<file path="config.mk">
export PLATFORM = sky130hd
export DESIGN_NAME = gslcd_timing_gen
export DESIGN_NICKNAME = d
export VERILOG_FILES = /design/src/rtl/gslcd_pkg.sv /design/src/rtl/gslcd_pattern_gen.sv /design/src/rtl/gslcd_timing_gen.sv
export SDC_FILE = /design/constraint.sdc
export NUM_CORES = 1
export LEC_CHECK = 0
export BUFFER_PORTS_ARGS = -buffer_cell sky130_fd_sc_hd__buf_4
export CAP_MARGIN = 30
export CORE_MARGIN = 10
export CORE_UTILIZATION = 50
export DETAILED_ROUTE_END_ITERATION = 16
export MAX_ROUTING_LAYER = met4
export PLACE_DENSITY = 0.74
export SLEW_MARGIN = 30
export SYNTH_ARGS = -nofsm -noshare
export SYNTH_HDL_FRONTEND = slang
export SYNTH_SLANG_ARGS = --single-unit
</file>
<file path="constraint.sdc">
create_clock -name LCD_PCLK -period 3.25 [get_ports LCD_PCLK]
set_input_delay 0.975 -clock LCD_PCLK [delete_from_list [all_inputs] [get_ports LCD_PCLK]]
set_output_delay 0.975 -clock LCD_PCLK [all_outputs]
set_load 0.02 [all_outputs]
</file>
<file path="src/rtl/gslcd_pkg.sv">
// gslcd_pkg
//  Shared definitions for the gslcd raster engine: pixel source mode
//  encodings and the 8:8:8 RGB colours used by the colour-bar pattern.
//  No ports; imported by gslcd_timing_gen and gslcd_pattern_gen.
package gslcd_pkg;

    typedef enum logic [1:0] {
        MODE_STREAM = 2'd0,
        MODE_BARS   = 2'd1,
        MODE_SOLID  = 2'd2,
        MODE_RAMP   = 2'd3
    } gslcd_mode_e;

    localparam logic [23:0] BAR_WHITE   = 24'hFFFFFF;
    localparam logic [23:0] BAR_YELLOW  = 24'hFFFF00;
    localparam logic [23:0] BAR_CYAN    = 24'h00FFFF;
    localparam logic [23:0] BAR_GREEN   = 24'h00FF00;
    localparam logic [23:0] BAR_MAGENTA = 24'hFF00FF;
    localparam logic [23:0] BAR_RED     = 24'hFF0000;
    localparam logic [23:0] BAR_BLUE    = 24'h0000FF;
    localparam logic [23:0] BAR_BLACK   = 24'h000000;

    // Bar index 0..7 maps to the bar colours; index 8 marks the remainder
    // pixels past the last full bar, which stay black.
    function automatic logic [23:0] bar_color(input logic [3:0] idx);
        logic [23:0] col;
        case (idx)
            4'd0:    col = BAR_WHITE;
            4'd1:    col = BAR_YELLOW;
            4'd2:    col = BAR_CYAN;
            4'd3:    col = BAR_GREEN;
            4'd4:    col = BAR_MAGENTA;
            4'd5:    col = BAR_RED;
            4'd6:    col = BAR_BLUE;
            default: col = BAR_BLACK;
        endcase
        return col;
    endfunction

endpackage

</file>
<file path="src/rtl/gslcd_pattern_gen.sv">
// gslcd_pattern_gen
//  Built-in test pattern source. Produces the pattern pixel for the raster
//  position currently held in the top-level counters.
//  Ports:
//   clk_i, rst_ni      pixel clock, async active-low reset
//   adv_i              raster counters advance this cycle (engine running)
//   h_i                current horizontal position
//   v_lo_i             low byte of the current line number
//   mode_i             latched pixel source mode
//   solid_color_i      colour for the solid pattern
//   pixel_o            pattern pixel (zero in stream mode)
module gslcd_pattern_gen
    import gslcd_pkg::*;
#(
    parameter int H_ACTIVE   = 800,
    parameter int DATA_WIDTH = 24,
    parameter int CNT_WIDTH  = 12
) (
    input  logic                  clk_i,
    input  logic                  rst_ni,
    input  logic                  adv_i,
    input  logic [CNT_WIDTH-1:0]  h_i,
    input  logic [7:0]            v_lo_i,
    input  gslcd_mode_e           mode_i,
    input  logic [DATA_WIDTH-1:0] solid_color_i,
    output logic [DATA_WIDTH-1:0] pixel_o
);

    localparam int                   BAR_W      = (H_ACTIVE / 8 > 0) ? H_ACTIVE / 8 : 1;
    localparam logic [CNT_WIDTH-1:0] BAR_LAST   = CNT_WIDTH'(BAR_W - 1);
    localparam logic [CNT_WIDTH-1:0] H_LAST_ACT = CNT_WIDTH'(H_ACTIVE - 1);

    // bar_px_q/bar_idx_q always describe the pixel at h_i; they restart at
    // every line so no divider is needed to find the bar.
    logic [CNT_WIDTH-1:0] bar_px_q, bar_px_d;
    logic [3:0]           bar_idx_q, bar_idx_d;
    logic [7:0]           h_lo_s;

    assign h_lo_s = 8'(h_i);

    // Next bar position: step within the active part of the line, else restart.
    always_comb begin
        bar_px_d  = '0;
        bar_idx_d = 4'd0;
        if (adv_i && (h_i < H_LAST_ACT)) begin
            if (bar_px_q == BAR_LAST) begin
                bar_px_d  = '0;
                bar_idx_d = (bar_idx_q == 4'd8) ? 4'd8 : bar_idx_q + 4'd1;
            end else begin
                bar_px_d  = bar_px_q + CNT_WIDTH'(1);
                bar_idx_d = bar_idx_q;
            end
        end else begin
            bar_px_d  = '0;
            bar_idx_d = 4'd0;
        end
    end

    // Bar position registers.
    always_ff @(posedge clk_i or negedge rst_ni) begin
        if (!rst_ni) begin
            bar_px_q  <= '0;
            bar_idx_q <= 4'd0;
        end else begin
            bar_px_q  <= bar_px_d;
            bar_idx_q <= bar_idx_d;
        end
    end

    // Pattern pixel select.
    always_comb begin
        pixel_o = '0;
        case (mode_i)
            MODE_BARS:  pixel_o = DATA_WIDTH'(bar_color(bar_idx_q));
            MODE_SOLID: pixel_o = solid_color_i;
            MODE_RAMP:  pixel_o = DATA_WIDTH'({h_lo_s, v_lo_i, h_lo_s ^ v_lo_i});
            default:    pixel_o = '0;
        endcase
    end

endmodule

</file>
<file path="src/rtl/gslcd_timing_gen.sv">
// gslcd_timing_gen
//  LCD raster engine: h/v counters, sync/data-enable generation, stream
//  pixel handshake or built-in test patterns, underflow and frame-start flags.
//  Everything runs on the rising edge of LCD_PCLK.
//  Ports:
//   LCD_PCLK, LCD_ARESETN      pixel clock, async active-low reset
//   enable, mode               run request and pixel source, taken at frame boundary
//   solid_color                colour for the solid pattern
//   s_tdata/s_tvalid/s_tready  upstream pixel stream (s_tready combinational)
//   underflow_clr, underflow   sticky underflow flag and its clear
//   frame_start                pulse one cycle before the first DEN of a frame
//   LCD_DEN/HSYNC/VSYNC/DATA   registered LCD pin outputs
module gslcd_timing_gen
    import gslcd_pkg::*;
#(
    parameter int H_ACTIVE   = 800,
    parameter int H_FP       = 40,
    parameter int H_SYNC     = 48,
    parameter int H_BP       = 88,
    parameter int V_ACTIVE   = 480,
    parameter int V_FP       = 13,
    parameter int V_SYNC     = 3,
    parameter int V_BP       = 32,
    parameter bit HSYNC_POL  = 1'b0,
    parameter bit VSYNC_POL  = 1'b0,
    parameter int DATA_WIDTH = 24,
    parameter int CNT_WIDTH  = 12
) (
    input  logic                  LCD_PCLK,
    input  logic                  LCD_ARESETN,
    input  logic                  enable,
    input  logic [1:0]            mode,
    input  logic [DATA_WIDTH-1:0] solid_color,
    input  logic [DATA_WIDTH-1:0] s_tdata,
    input  logic                  s_tvalid,
    output logic                  s_tready,
    input  logic                  underflow_clr,
    output logic                  underflow,
    output logic                  frame_start,
    output logic                  LCD_DEN,
    output logic                  LCD_HSYNC,
    output logic                  LCD_VSYNC,
    output logic [DATA_WIDTH-1:0] LCD_DATA
);

    localparam int H_TOTAL = H_ACTIVE + H_FP + H_SYNC + H_BP;
    localparam int V_TOTAL = V_ACTIVE + V_FP + V_SYNC + V_BP;

    localparam logic [CNT_WIDTH-1:0] H_ACT_C   = CNT_WIDTH'(H_ACTIVE);
    localparam logic [CNT_WIDTH-1:0] H_SYNC0_C = CNT_WIDTH'(H_ACTIVE + H_FP);
    localparam logic [CNT_WIDTH-1:0] H_SYNC1_C = CNT_WIDTH'(H_ACTIVE + H_FP + H_SYNC);
    localparam logic [CNT_WIDTH-1:0] H_LAST_C  = CNT_WIDTH'(H_TOTAL - 1);
    localparam logic [CNT_WIDTH-1:0] V_ACT_C   = CNT_WIDTH'(V_ACTIVE);
    localparam logic [CNT_WIDTH-1:0] V_SYNC0_C = CNT_WIDTH'(V_ACTIVE + V_FP);
    localparam logic [CNT_WIDTH-1:0] V_SYNC1_C = CNT_WIDTH'(V_ACTIVE + V_FP + V_SYNC);
    localparam logic [CNT_WIDTH-1:0] V_LAST_C  = CNT_WIDTH'(V_TOTAL - 1);

    logic [CNT_WIDTH-1:0]  h_q, h_d, v_q, v_d;
    logic                  running_q, running_d;
    gslcd_mode_e           mode_q, mode_d;
    logic                  den_q, den_d;
    logic                  hsync_q, hsync_d;
    logic                  vsync_q, vsync_d;
    logic [DATA_WIDTH-1:0] data_q, data_d;
    logic                  underflow_q, underflow_d;
    logic                  frame_start_q, frame_start_d;

    logic                  frame_end_s;
    logic                  active_s;
    logic                  hsync_act_s;
    logic                  vsync_act_s;
    logic                  s_tready_s;
    logic [DATA_WIDTH-1:0] pattern_s;

    // While idle every cycle counts as a frame boundary so a new enable is
    // picked up immediately.
    assign frame_end_s = !running_q || ((h_q == H_LAST_C) && (v_q == V_LAST_C));
    assign active_s    = running_q && (h_q < H_ACT_C) && (v_q < V_ACT_C);
    assign hsync_act_s = running_q && (h_q >= H_SYNC0_C) && (h_q < H_SYNC1_C);
    assign vsync_act_s = running_q && (v_q >= V_SYNC0_C) && (v_q < V_SYNC1_C);
    assign s_tready_s  = active_s && (mode_q == MODE_STREAM);

    gslcd_pattern_gen #(
        .H_ACTIVE   (H_ACTIVE),
        .DATA_WIDTH (DATA_WIDTH),
        .CNT_WIDTH  (CNT_WIDTH)
    ) u_pattern (
        .clk_i         (LCD_PCLK),
        .rst_ni        (LCD_ARESETN),
        .adv_i         (running_q),
        .h_i           (h_q),
        .v_lo_i        (8'(v_q)),
        .mode_i        (mode_q),
        .solid_color_i (solid_color),
        .pixel_o       (pattern_s)
    );

    // Next-state for counters, frame latch, flags and the registered pins.
    always_comb begin
        h_d           = '0;
        v_d           = '0;
        running_d     = running_q;
        mode_d        = mode_q;
        data_d        = '0;
        underflow_d   = underflow_q;

        if (frame_end_s) begin
            running_d = enable;
            mode_d    = gslcd_mode_e'(mode);
        end else begin
            running_d = running_q;
            mode_d    = mode_q;
        end

        // Counters hold at 0 while idle; the frame-end wrap also lands on 0.
        if (!running_q) begin
            h_d = '0;
            v_d = '0;
        end else if (h_q == H_LAST_C) begin
            h_d = '0;
            v_d = (v_q == V_LAST_C) ? '0 : v_q + CNT_WIDTH'(1);
        end else begin
            h_d = h_q + CNT_WIDTH'(1);
            v_d = v_q;
        end

        frame_start_d = running_d && (h_d == '0) && (v_d == '0);

        // A missing stream beat blanks its pixel; timing never stalls.
        if (!active_s) begin
            data_d = '0;
        end else if (mode_q == MODE_STREAM) begin
            data_d = s_tvalid ? s_tdata : '0;
        end else begin
            data_d = pattern_s;
        end

        // Set has priority over clear.
        if (s_tready_s && !s_tvalid) begin
            underflow_d = 1'b1;
        end else if (underflow_clr) begin
            underflow_d = 1'b0;
        end else begin
            underflow_d = underflow_q;
        end

        den_d   = active_s;
        hsync_d = hsync_act_s ? HSYNC_POL : ~HSYNC_POL;
        vsync_d = vsync_act_s ? VSYNC_POL : ~VSYNC_POL;
    end

    // State and output registers.
    always_ff @(posedge LCD_PCLK or negedge LCD_ARESETN) begin
        if (!LCD_ARESETN) begin
            h_q           <= '0;
            v_q           <= '0;
            running_q     <= 1'b0;
            mode_q        <= MODE_STREAM;
            den_q         <= 1'b0;
            hsync_q       <= ~HSYNC_POL;
            vsync_q       <= ~VSYNC_POL;
            data_q        <= '0;
            underflow_q   <= 1'b0;
            frame_start_q <= 1'b0;
        end else begin
            h_q           <= h_d;
            v_q           <= v_d;
            running_q     <= running_d;
            mode_q        <= mode_d;
            den_q         <= den_d;
            hsync_q       <= hsync_d;
            vsync_q       <= vsync_d;
            data_q        <= data_d;
            underflow_q   <= underflow_d;
            frame_start_q <= frame_start_d;
        end
    end

    assign s_tready    = s_tready_s;
    assign underflow   = underflow_q;
    assign frame_start = frame_start_q;
    assign LCD_DEN     = den_q;
    assign LCD_HSYNC   = hsync_q;
    assign LCD_VSYNC   = vsync_q;
    assign LCD_DATA    = data_q;

endmodule

</file>
Word level (Yosys, flattened, before mapping)
Cells that the tools add are included.

storage, ports and cells
  register bits = 72

operators by class
  eq/ne operators = 14
  magnitude comparators = 7
  multiplexer cells = 20
  add/subtract/negate cells = 4
  bitwise logic cells = 1
  reductions and logical operators = 20

operators with widths
  cell                   count
  $pmux 24 s7            1
  $mux 12                7
  $mux 24                3
  $pmux 24 s3            1
  $add 12x1->12 const B  3
  $lt 12x10->1 const B   3
  $eq 12x10->1 const B   2
  $logic_not 12->1       2
  $lt 12x9->1 const B    2
  $eq 12x7->1 const B    1
  $eq 4x3->1 const B     3
  $ge 12x10->1 const B   1
  $ge 12x9->1 const B    1
  $logic_and 1x1->1      12
  $mux 4                 3
  $eq 4x2->1 const B     2
  $xor 8x8->8            1
  $mux 1                 5
  $add 4x1->4 const B    1
  $eq 2x2->1 const B     2
  $eq 4x1->1 const B     1
  $eq 4x4->1 const B     1
  $logic_not 4->1        1
  $eq 2x1->1 const B     1
  5 further kinds        6

Depth between registers and ports, before layout
  word-level depth = 6
  gate-level depth with buffers = 9
  mapped depth without buffers = 7

By module
Synthesis repeated with hierarchy kept, for this count alone.

unflattened totals
  cell total of the unflattened synthesis = 477
  area, all modules = 4305.4 µm²

modules (own cells, without submodules)
  module             times used  area an instance (µm²)  cells each
  gslcd_timing_gen   1           2860.2                  305
  gslcd_pattern_gen  1           1445.1                  172

Worst setup path before layout
OpenSTA, ideal clock, no wires.

  path kind = register to output
  from = register h_q[6]
  to = output port s_tready
  cell stages (with the launch flop) = 7
  arrival = 1640 ps
  setup slack = 635 ps
  path buffers = 2
  cells stage by stage = dfrtp_1 > buf_2 > nor3_1 > o211ai_1 > nand3b_1 > clkbuf_1 > nor2_1

on the way
  word-level cells in the longest chain between the ends = 4

RTL lines
  item                             line                     RTL
  from (decl)                      gslcd_timing_gen.sv:58   logic [CNT_WIDTH-1:0] h_q, h_d, v_q, v_d;
  from (signal assigned)           gslcd_timing_gen.sv:155  h_q <= '0;
  from (signal assigned)           gslcd_timing_gen.sv:166  h_q <= h_d;
  $lt 12x10->1                     gslcd_timing_gen.sv:78   assign active_s = running_q && (h_q < H_ACT_C) && (v_q < V_ACT_C);
  $logic_and 1x1->1 (2 in series)  gslcd_timing_gen.sv:78
  $logic_and 1x1->1                gslcd_timing_gen.sv:81   assign s_tready_s = active_s && (mode_q == MODE_STREAM);
  to (decl)                        gslcd_timing_gen.sv:36   output logic s_tready,

No other way between the ends.

Worst setup path in the final report
Ends and elaborated chain as after synthesis.

==> results.cfg <==
[outcome]
status = complete, no violations

[place]
hpwl_um = 8000
gp_congestion = 0.904
numPortBuffers = 84

[pwr]
ir_drop_v = 0.000178
power_mw = 1.84
powerDensity_nw_per_um2 = 370
cellLeakagePower_nw = 2.22

[synth]
synth_top_family_by_area = simple AND/OR/NAND/NOR gates
seq_area_frac_synth_pct = 43.9
yosysTopAreaCellShare_pct = 42.6
yosysMostFrequentCell = dfrtp_1
synth_compound_area_share_pct = 13.6
synthSimpleGateAreaFrac_pct = 24.3
yosysTopAreaCell = dfrtp_1
yosys-top-cells-area = dfrtp_1 (43%), nor2_1 (5.8%), a21oi_1 (5.0%)
synth_fa_ha_area_share_pct = 2.74
ys_ff_latch = 72
synth.net_count = 534
syn_avg_cell_area_sq_um = 8.74
synth_edf_count = 0
ys_types = 59
synthFlopType = dfrtp_1
synth_commonest_cells = dfrtp_1 (70), nor2_1 (63), nand2_1 (44)
async_reset_ff_share_pct = 100
yosys_warnings = 0
yosys-mux-area-fraction_pct = 1.80
synthXorXnorAreaFrac_pct = 8.53
netlist_area_sq_um = 4110
synth_cells = 470

[timing]
clock.fmax_mhz = 358
setup_viol = 0
slew_violations = 0
skew_ns = 0.00629
tightestPinTransition_ns = 0.658
final.min_clock_period_ns = 2.79
fin_crit_sh_pct = 85.9
max_slew_margin_pct = 56.1
fin_tns_setup_ns = 0
hold_viol = 0
rsz0062_at_grt = false

[clock_network]
cts_resized = 0
cts_setup_buffers = 0
hold_buffers = 0
h-tree-depth = 3
clk_latency_ns = 0.34
cts_tree = built
cts_buffers = 9
cts_sinks = 72
path_clk_slew_ns = 0.08
cts_buffer_depth = 2
clock-root-buffer = clkbuf_8

[layout]
nNetsFinal = 599
multi_input_area_sq_um = 2090
seqCellArea_sq_um = 1800
drive_gt1_share_pct = 22.0
syn_to_final_growth_pct = 21.0
insertedDiodeCount = 0
n_fill_cell = 714

[setup_path]
startpoint_type = register
worstPathRequired_ns = 2.27
cp_slowest_cell = dfrtp_1
crit_buf_inv = 1
worstSetupPathType = register to output pin
crit_start = h_q[6]
cp_top_family = simple AND/OR/NAND/NOR gates
crit_chain = nor3_1 > o211ai_1 > nand3b_1 > nor2_1 > buf_4
worstReg2RegStart = h_q[0]
path_max_fanout = 10
cp.arrival_ns = 1.82
cp_slowest_stage_delay_ns = 0.52
end_kind = output pin

[route]
drt_iter0_drc = 188
routed_wl_um = 10800
drc_errors = 0
via_per_inst = 5.58
first_pass_iters = 5
num_vias = 3597
ant_nets = 0
wl_per_cell_um = 16.7

[hold_path]
min_from = u_pattern.bar_px_q[0]
hold_path_class = register to register

[run]
cap_viol_max_count = 0

[die]
io_pins = 85
rows = 33
core_area_sq_um = 8090
die_x_um = 111
initial_utilization_pct = 50.8
die_y_um = 111
die_area_sq_um = 12200

[global_routing]
grt_max_degree = 73
grt_pass1_vias = 3479
grt_pass1_wl_um = 17600
grt.overflow.total = 0
antenna_found_initial = 0
grtUsageTotal_pct = 17.5
## path summary, 6_finish.rpt
| kind | end | slack (ns) | cells after the start |
|---|---|---|---|
| max in group asynchronous | underflow | 2.14 | 1 |
| worst min-delay path | u_pattern.bar_px_q[0] | 0.49 | 1 |
| worst min register to register | u_pattern.bar_px_q[0] | 0.49 | 1 |
| worst max-delay path | s_tready | 0.46 | 5 |
| worst max register to register | frame_start | 0.70 | 7 |
| min in group asynchronous | h_q[3] | 0.62 | 1 |
## state kept, by name, indices dropped and copies added (netlist names), 2 cells and up
signal               flops
LCD_DATA                24
h_q                     12
u_pattern.bar_px_q      12
v_q                     12
u_pattern.bar_idx_q      4
mode_q                   2
## cell type report
cell class,instances,area share (%)
well taps,105,2.64
repair buffers,89,13.5
multi-input cells,349,42.1
inverters,14,1.06
clock inverters,7,1.91
clock buffers,9,2.49
flip-flops and latches,72,36.3
## worst register-to-register path, stage by stage (launching register included)
cell	delay, ns
dfrtp_1	0.46
ha_1	0.26
and3_1	0.34
nand4_1	0.33
o31a_1	0.34
o21ai_0	0.29
o211ai_1	0.15
nor4_1	0.29
## kinds of logic after synthesis
group,count (synthesis)
AOI/OAI and AO/OA,93
xor gates and xnor gates,40
adders and majority gates,9
buffers and inverters,49
DFF,72
muxes,7
and+or+nand+nor,200
## routing by layer
layer	track usage [%]	wire [um]
met5	-	0
met4	4.43	181
met1	22.4	4870
met2	27.8	5140
met3	3.52	607
## where the power goes
group	internal (mW)	switching (mW)
logic	0.0738	0.0700
registers	0.911	0.00468
clock network	0.433	0.346
total	1.42	0.420
## placed cells by master (no fill, tap or decap), types with 3 or more instances in the layout
master / instances
nand2b_1: 5
nor3_1: 17
xor2_1: 23
ha_1: 9
and3_1: 8
dfrtp_1: 70
mux2_2: 3
mux2i_1: 4
xnor2_1: 17
a31oi_1: 8
nand2_1: 44
a211oi_1: 11
nand3_1: 19
inv_1: 14
nand4_1: 7
nor2_1: 63
o21ai_0: 14
clkbuf_8: 9
and2_1: 4
nor2b_1: 5
a21oi_1: 41
nor4_1: 7
buf_4: 88
## stage by stage
step           instance area, sq um  instances  setup WS (ns)  hold WS [ns]  util, %
3_5_place_dp                   4750        629          0.742         0.482     58.7
4_1_cts                        4970        645          0.469         0.495     61.4
6_report                       4970        645          0.459         0.491     61.5
5_1_grt                        4970        645          0.367         0.519     61.5
2_1_floorplan                  4110        470          0.635         0.451        -
3_3_place_gp                   4750        629          0.835         0.466     58.7
Note: power is estimated with default switching activity, not from simulation.
